--- config.mk ---
export PLATFORM = sky130hd
export DESIGN_NAME = exec_multicycle_ctrl
export DESIGN_NICKNAME = d
export VERILOG_FILES = /design/src/rtl/exec_multicycle_ctrl.sv
export SDC_FILE = /design/constraint.sdc
export NUM_CORES = 1
export LEC_CHECK = 0
export BUFFER_PORTS_ARGS = -buffer_cell sky130_fd_sc_hd__buf_2
export CORE_ASPECT_RATIO = 0.8
export CORE_MARGIN = 3
export CORE_UTILIZATION = 47
export CTS_BUF_LIST = sky130_fd_sc_hd__clkbuf_8
export CTS_CLUSTER_SIZE = 12
export DETAILED_ROUTE_END_ITERATION = 6
export PLACE_DENSITY = 0.79
export SETUP_SLACK_MARGIN = 0.2
export SLEW_MARGIN = 20
export SYNTH_ARGS = -nofsm -noshare
export SYNTH_HDL_FRONTEND = slang
export SYNTH_SLANG_ARGS = --single-unit
--- constraint.sdc ---
create_clock -name clk -period 2.2 [get_ports clk]
set_input_delay 0.66 -clock clk [delete_from_list [all_inputs] [get_ports clk]]
set_output_delay 0.66 -clock clk [all_outputs]
set_load 0.02 [all_outputs]
--- src/rtl/exec_multicycle_ctrl.sv ---
// Execute-stage sequencer for one lane's multicycle FPU ops: launches the op, counts its
// fixed latency while stalling the pipe, and holds the finished result until the pipe moves on.
module exec_multicycle_ctrl #(
  parameter int LAT_FMUL  = 2,
  parameter int LAT_FDIV  = 10,
  parameter int LAT_FSQRT = 12,
  parameter int LAT_FCVT  = 1,
  parameter int CNT_W     = 4,
  parameter int DATA_W    = 32
) (
  input  logic              clk,
  input  logic              rstn,
  input  logic              start,
  input  logic [1:0]        op,
  input  logic [5:0]        rd,
  input  logic              flush_e,
  input  logic              stall_other,
  input  logic [DATA_W-1:0] result_in,
  output logic              stall_e,
  output logic              unit_en,
  output logic              done,
  output logic [5:0]        rd_done,
  output logic [DATA_W-1:0] result_out,
  output logic              busy
);

  typedef enum logic [1:0] {IDLE, BUSY, DONE} state_t;

  // A zero latency behaves like a single-cycle op.
  localparam logic [CNT_W-1:0] LatMul  = (LAT_FMUL  < 1) ? CNT_W'(1) : CNT_W'(LAT_FMUL);
  localparam logic [CNT_W-1:0] LatDiv  = (LAT_FDIV  < 1) ? CNT_W'(1) : CNT_W'(LAT_FDIV);
  localparam logic [CNT_W-1:0] LatSqrt = (LAT_FSQRT < 1) ? CNT_W'(1) : CNT_W'(LAT_FSQRT);
  localparam logic [CNT_W-1:0] LatCvt  = (LAT_FCVT  < 1) ? CNT_W'(1) : CNT_W'(LAT_FCVT);

  state_t              state, stateNext;
  logic [CNT_W-1:0]    cnt, cntNext;
  logic [1:0]          opReg, opNext;
  logic [5:0]          rdReg, rdNext;
  logic [DATA_W-1:0]   holdReg, holdNext;
  logic [CNT_W-1:0]    latSel;
  logic                launch;
  logic                stallC, doneC;
  logic [5:0]          rdDoneC;
  logic [DATA_W-1:0]   resC;

  always_comb begin
    case (op)
      2'b00:   latSel = LatMul;
      2'b01:   latSel = LatDiv;
      2'b10:   latSel = LatSqrt;
      default: latSel = LatCvt;
    endcase
  end

  assign launch = (state == IDLE) && start && !flush_e;

  always_comb begin
    stateNext = state;
    cntNext   = cnt;
    opNext    = opReg;
    rdNext    = rdReg;
    holdNext  = holdReg;
    stallC    = 1'b0;
    doneC     = 1'b0;
    rdDoneC   = '0;
    resC      = '0;
    if (flush_e) begin
      stateNext = IDLE;
      cntNext   = '0;
    end else begin
      case (state)
        IDLE: begin
          if (start) begin
            opNext = op;
            rdNext = rd;
            if (latSel == CNT_W'(1)) begin
              doneC     = 1'b1;
              resC      = result_in;
              rdDoneC   = rd;
              holdNext  = result_in;
              stateNext = stall_other ? DONE : IDLE;
            end else begin
              stallC    = 1'b1;
              cntNext   = latSel - CNT_W'(2);
              stateNext = BUSY;
            end
          end
        end
        BUSY: begin
          if (cnt != '0) begin
            stallC  = 1'b1;
            cntNext = cnt - CNT_W'(1);
          end else begin
            doneC     = 1'b1;
            resC      = result_in;
            rdDoneC   = rdReg;
            holdNext  = result_in;
            stateNext = stall_other ? DONE : IDLE;
          end
        end
        DONE: begin
          // Same instruction still sits in E; start is not a new op here.
          doneC   = 1'b1;
          resC    = holdReg;
          rdDoneC = rdReg;
          if (!stall_other) stateNext = IDLE;
        end
        default: stateNext = IDLE;
      endcase
    end
  end

  always_ff @(posedge clk or negedge rstn) begin
    if (!rstn) begin
      state   <= IDLE;
      cnt     <= '0;
      opReg   <= '0;
      rdReg   <= '0;
      holdReg <= '0;
    end else begin
      state   <= stateNext;
      cnt     <= cntNext;
      opReg   <= opNext;
      rdReg   <= rdNext;
      holdReg <= holdNext;
    end
  end

  // Outputs forced low while reset is asserted, even though start may still be high.
  assign stall_e    = rstn && stallC;
  assign done       = rstn && doneC;
  assign rd_done    = rstn ? rdDoneC : 6'd0;
  assign result_out = rstn ? resC : '0;
  assign unit_en    = rstn && (launch || (state == BUSY));
  assign busy       = rstn && (state != IDLE);

endmodule

# Word-level counts from Yosys, hierarchy flattened
# Cells that the tools add are included.
# op_classes
bitwise_logic,1
n_mux,39
n_eq_ne,13
addsub,2
reduce_logical,18
# op_table
op,n
$mux W32,8
$pmux W32 S3,1
$pmux W32 S2,1
$mux W6,5
$pmux W6 S3,1
$mux W4,4
$ne A3 B3 Y1 const B,5
$mux W2,6
$pmux W4 S3,1
$mux W1,8
$pmux W4 S2,1
$logic_and A1 B1 Y1,6
$pmux W2 S3,1
$reduce_and A3 Y1,2
$reduce_and A5 Y1,1
$eq A2 B1 Y1 const B,2
$eq A2 B2 Y1 const B,2
$eq A4 B1 Y1 const B,1
$logic_not A2 Y1,2
$ne A2 B2 Y1 const B,2
$reduce_and A4 Y1,1
$reduce_bool A2 Y1,2
$reduce_bool A4 Y1,1
$sub A4 B1 Y4 const B,1
8 further kinds,8
# word_totals
in_bits,45
ff_bits,44
elab_cells,77

# Depth between registers and ports, before layout
# logic_depth
word_depth,8
depth_mapped,8
depth_no_buf,6

# Worst setup path after synthesis
# No wires, ideal clock.
# synth_timing
path_type,reg2out
from,register cnt[0]
to,output result_out[22]
arrival_time_ns,1.854
stages_incl_launch_ff,9
slack_ns,-0.314
path_cell_list,dfrtp_1 > inv_1 > ha_1 > or3b_1 > buf_2 > o22ai_2 > buf_2 > a22oi_1 > nor2_1
# synth_between
elab_chain_cells,5
# synth_rtl
item,line_no,rtl
start: declaration,36,"logic [CNT_W-1:0] cnt, cntNext;"
start signal: assignment,122,cnt <= cntNext;
$reduce_bool A4 Y1,90,if (cnt != '0) begin
$mux W32,90,
$pmux W32 S3,71,case (state)
$mux W32,67,if (flush_e) begin
$mux W32,133,assign result_out = rstn ? resC : '0;
end: declaration,23,"output logic [DATA_W-1:0] result_out,"
# No other way between the ends.

# Final worst setup path
# layout_timing
from,register cnt[1]
to,output result_out[22]
# The elaborated chain is that of the path after synthesis.

==> flow_metrics.env <==
export IMPL_dp_hpwl_um=4230
export IMPL_failed_checks="negative setup slack"
export IMPL_fin_crit_ps=2790
export IMPL_fillers=240
export IMPL_drt_pass1_iter_count=4
export IMPL_period_share=1.27
export IMPL_worst_path_buf_inv=4
export IMPL_synth_area_top_cells="dfrtp_1 44%, mux2_4 18%, a22oi_1 12%"
export IMPL_cts_num_sinks=44
export IMPL_start_util=0.514
export IMPL_drt_iter0_markers=158
export IMPL_fp_row_count=22
export IMPL_cts_tree="yes"
export IMPL_crit_type="reg2out"
export IMPL_area_growth_pct=67.2
export IMPL_rsz0062_at_grt="true"
export IMPL_max_stage_delay_ps=410
export IMPL_maxCapViolCount=0
export IMPL_numCtsBuffers=5
export IMPL_synth_edf_count=0
export IMPL_finalWirelength_um=8040
export IMPL_synth_cells=227
export IMPL_place_area_um2=3290
export IMPL_stdcell_area_um2=4140
export IMPL_slew_viol_final=0
export IMPL_synth_seq_cells=44
export IMPL_clockPowerShare=0.201
export IMPL_multi_input_area_um2=1570
export IMPL_power_mw=2.94
export IMPL_drcViolationCount=0
export IMPL_seqPwrFrac=0.423
export IMPL_fp_dieArea_um2=6180
export IMPL_finalClockSkew_ps=7.49
export IMPL_cp_end_kind="output pin"
export IMPL_grt_max_degree=29
export IMPL_hold_buffers=0
export IMPL_critPathRequiredTime_ps=1540
export IMPL_portBuffers=86
export IMPL_grt_pass1_vias=2383
export IMPL_status="finished, violations left"
export IMPL_setup_ws_ps=-593
export IMPL_die_h_um=70.9
export IMPL_synth_area_um2=2480
export IMPL_track_usage=0.244
export IMPL_p_sw_frac=0.300
export IMPL_p_int_mw=2.06
export IMPL_worstSkewPairLatency_ps=300
export IMPL_num_io_pins=87
export IMPL_insertedDiodeCount=0
export IMPL_path_cells="inv_2 > ha_4 > or3b_4 > o22ai_4 > buf_6 > clkbuf_16 > a22oi_2 > nor2_2 > buf_6"
export IMPL_ys_async_sr_fraction=1.00
export IMPL_combPwrFrac=0.376
export IMPL_postRouteAntennaNets=0
export IMPL_ir_worst_vdd_mv=0.546
export IMPL_ys_seq_area_frac=0.445
export IMPL_crit_family="simple AND/OR/NAND/NOR gates"
export IMPL_syn_num_nets=273
export IMPL_core_area_um2=4820
export IMPL_slew_headroom=0.812
export IMPL_min_path_type="in2async"
export IMPL_powerDensity_nw_per_um2=711
export IMPL_synthFlopType="dfrtp_1"
export IMPL_hold_viol=0
export IMPL_overflow=0
export IMPL_arrival_ps=2130
export IMPL_clk_path_buf_depth=2
export IMPL_crit_path_frequent_cell="buf_6"
export IMPL_grt_pass1_wl_um=11700
export IMPL_synth_cell_types=34
export IMPL_fmax_ghz=0.358
export IMPL_synth_top_area_cell="dfrtp_1"
export IMPL_synthTopCellsByCount="49 x nor2_1, 44 x dfrtp_1, 39 x a22oi_1"
export IMPL_yosysWarnings=0
export IMPL_start_kind="flop"
export IMPL_leakage_nw=1.88
export IMPL_wl_per_cell_um=19.9
export IMPL_rrSetupSlack_ps=-140
export IMPL_viasPerCell=5.78
export IMPL_worst_slew_pin_slew_ps=278
export IMPL_yosysTopAreaCellShare=0.445
export IMPL_tns_ps=-26420
export IMPL_p_sw_uw=884
export IMPL_crit_fanout=7
export IMPL_drive_gt1_frac=0.728
export IMPL_nets=392
export IMPL_cts_root_buf="clkbuf_8"
export IMPL_ctsHtreeMaxLevel=2
export IMPL_seq_area_um2=1100
export IMPL_fp_dieW_um=87.2
export IMPL_cp_slowest_cell="or3b_4"
export IMPL_routabilityCongestion=0.853
export IMPL_final_setup_viol_count=72
export IMPL_yosysMostFrequentCell="nor2_1"
export IMPL_via_count=2342
export IMPL_avgSynthCellArea_um2=10.9
export IMPL_antenna_found_initial=0
export IMPL_clk_pin_slew_ps=80
## metal layers
layer / GRT usage / part of all wire
met5: 0 / 0
met4: 0.0664 / 0.025
met3: 0.0675 / 0.074
met2: 0.388 / 0.49
met1: 0.328 / 0.41
## per-stage QoR
| step | cells | setup WS [ps] | hold slack (ps) | utilization |
|---|---|---|---|---|
| floorplan | 227 | -172 | 364 | - |
| global placement | 381 | -209 | 476 | 0.683 |
| detailed placement | 381 | -236 | 496 | 0.683 |
| CTS | 400 | -528 | 345 | 0.811 |
| global route | 405 | -657 | 335 | 0.859 |
| finish | 405 | -593 | 345 | 0.859 |
## layout by cell type (no fill, tap or decap), types with 3 or more instances in the layout
cell type and n:
buf_2 45, a22oi_2 22, buf_6 45, buf_12 7, nor2_2 40, clkbuf_8 5, nor2_1 7, o21ai_0 3
mux2_2 6, a22oi_1 17, nand2_1 4, dfrtp_1 44, mux2_4 30, buf_4 25, buf_16 4
## worst reg2reg max path, delay by kind of cell (launching register included)
family / cells / cell delay [ps]
adder cells (fa/ha/maj): 1 / 140
flip-flops: 1 / 400
AND/OR/NAND/NOR: 2 / 510
buffers and inverters: 5 / 710
multiplexers: 1 / 300
AO/OA/AOI/OAI: 1 / 170
## logic make-up (layout without fill, tap and decap cells)
| logic type | Yosys count | count (layout) | synth area share |
|---|---|---|---|
| adders and majority gates | 1 | 1 | 0.00505 |
| DFF | 44 | 44 | 0.445 |
| buffers and inverters | 21 | 139 | 0.0440 |
| muxes | 38 | 38 | 0.218 |
| AOI/OAI and AO/OA | 56 | 56 | 0.167 |
| and+or+nand+nor | 67 | 67 | 0.121 |
## path summary, 6_finish.rpt
path	endpoint	startpoint	depth (start not counted)
max in group asynchronous	state[0]$_DFFE_PN0P_	rstn	2
max reg2reg	holdReg[17]$_DFFE_PN0P_	cnt[1]$_DFFE_PN0P_	10
min	holdReg[28]$_DFFE_PN0P_	rstn	2
max	result_out[22]	cnt[1]$_DFFE_PN0P_	9
min in group clk	holdReg[31]$_DFFE_PN0P_	holdReg[31]$_DFFE_PN0P_	1
min reg2reg	holdReg[31]$_DFFE_PN0P_	holdReg[31]$_DFFE_PN0P_	1
## repair_timing
action	in CTS	in global routing
pin swaps	16	24
endpoints found under the setup margin	74	78
buffers inserted	7	3
hold endpoints to repair	0	0
cloned	6	2
gates resized for setup	89	34
## power groups by stage
stage	Clock [mW]	Sequential [mW]	Combinational, mW
after floorplan	0	1.18	0.640
after global placement	0	1.21	0.823
after detailed placement	0	1.22	0.851
after CTS	0.586	1.22	1.01
after global routing	0.629	1.27	1.17
final	0.593	1.25	1.11
## cell type report
cell class / instances / share of cell area
tap: 60 / 0.0181
timing repair buffer: 130 / 0.310
sequential: 44 / 0.266
clock inverter: 1 / 0.00726
clock buffer: 5 / 0.0166
inverter: 3 / 0.00272
multi-input combinational: 162 / 0.379
## sequential cells by signal (all words and copies together) (netlist names)
name	flops
state	2
holdReg	32
rdReg	6
cnt	4
Power figures use the tool's default switching activity.
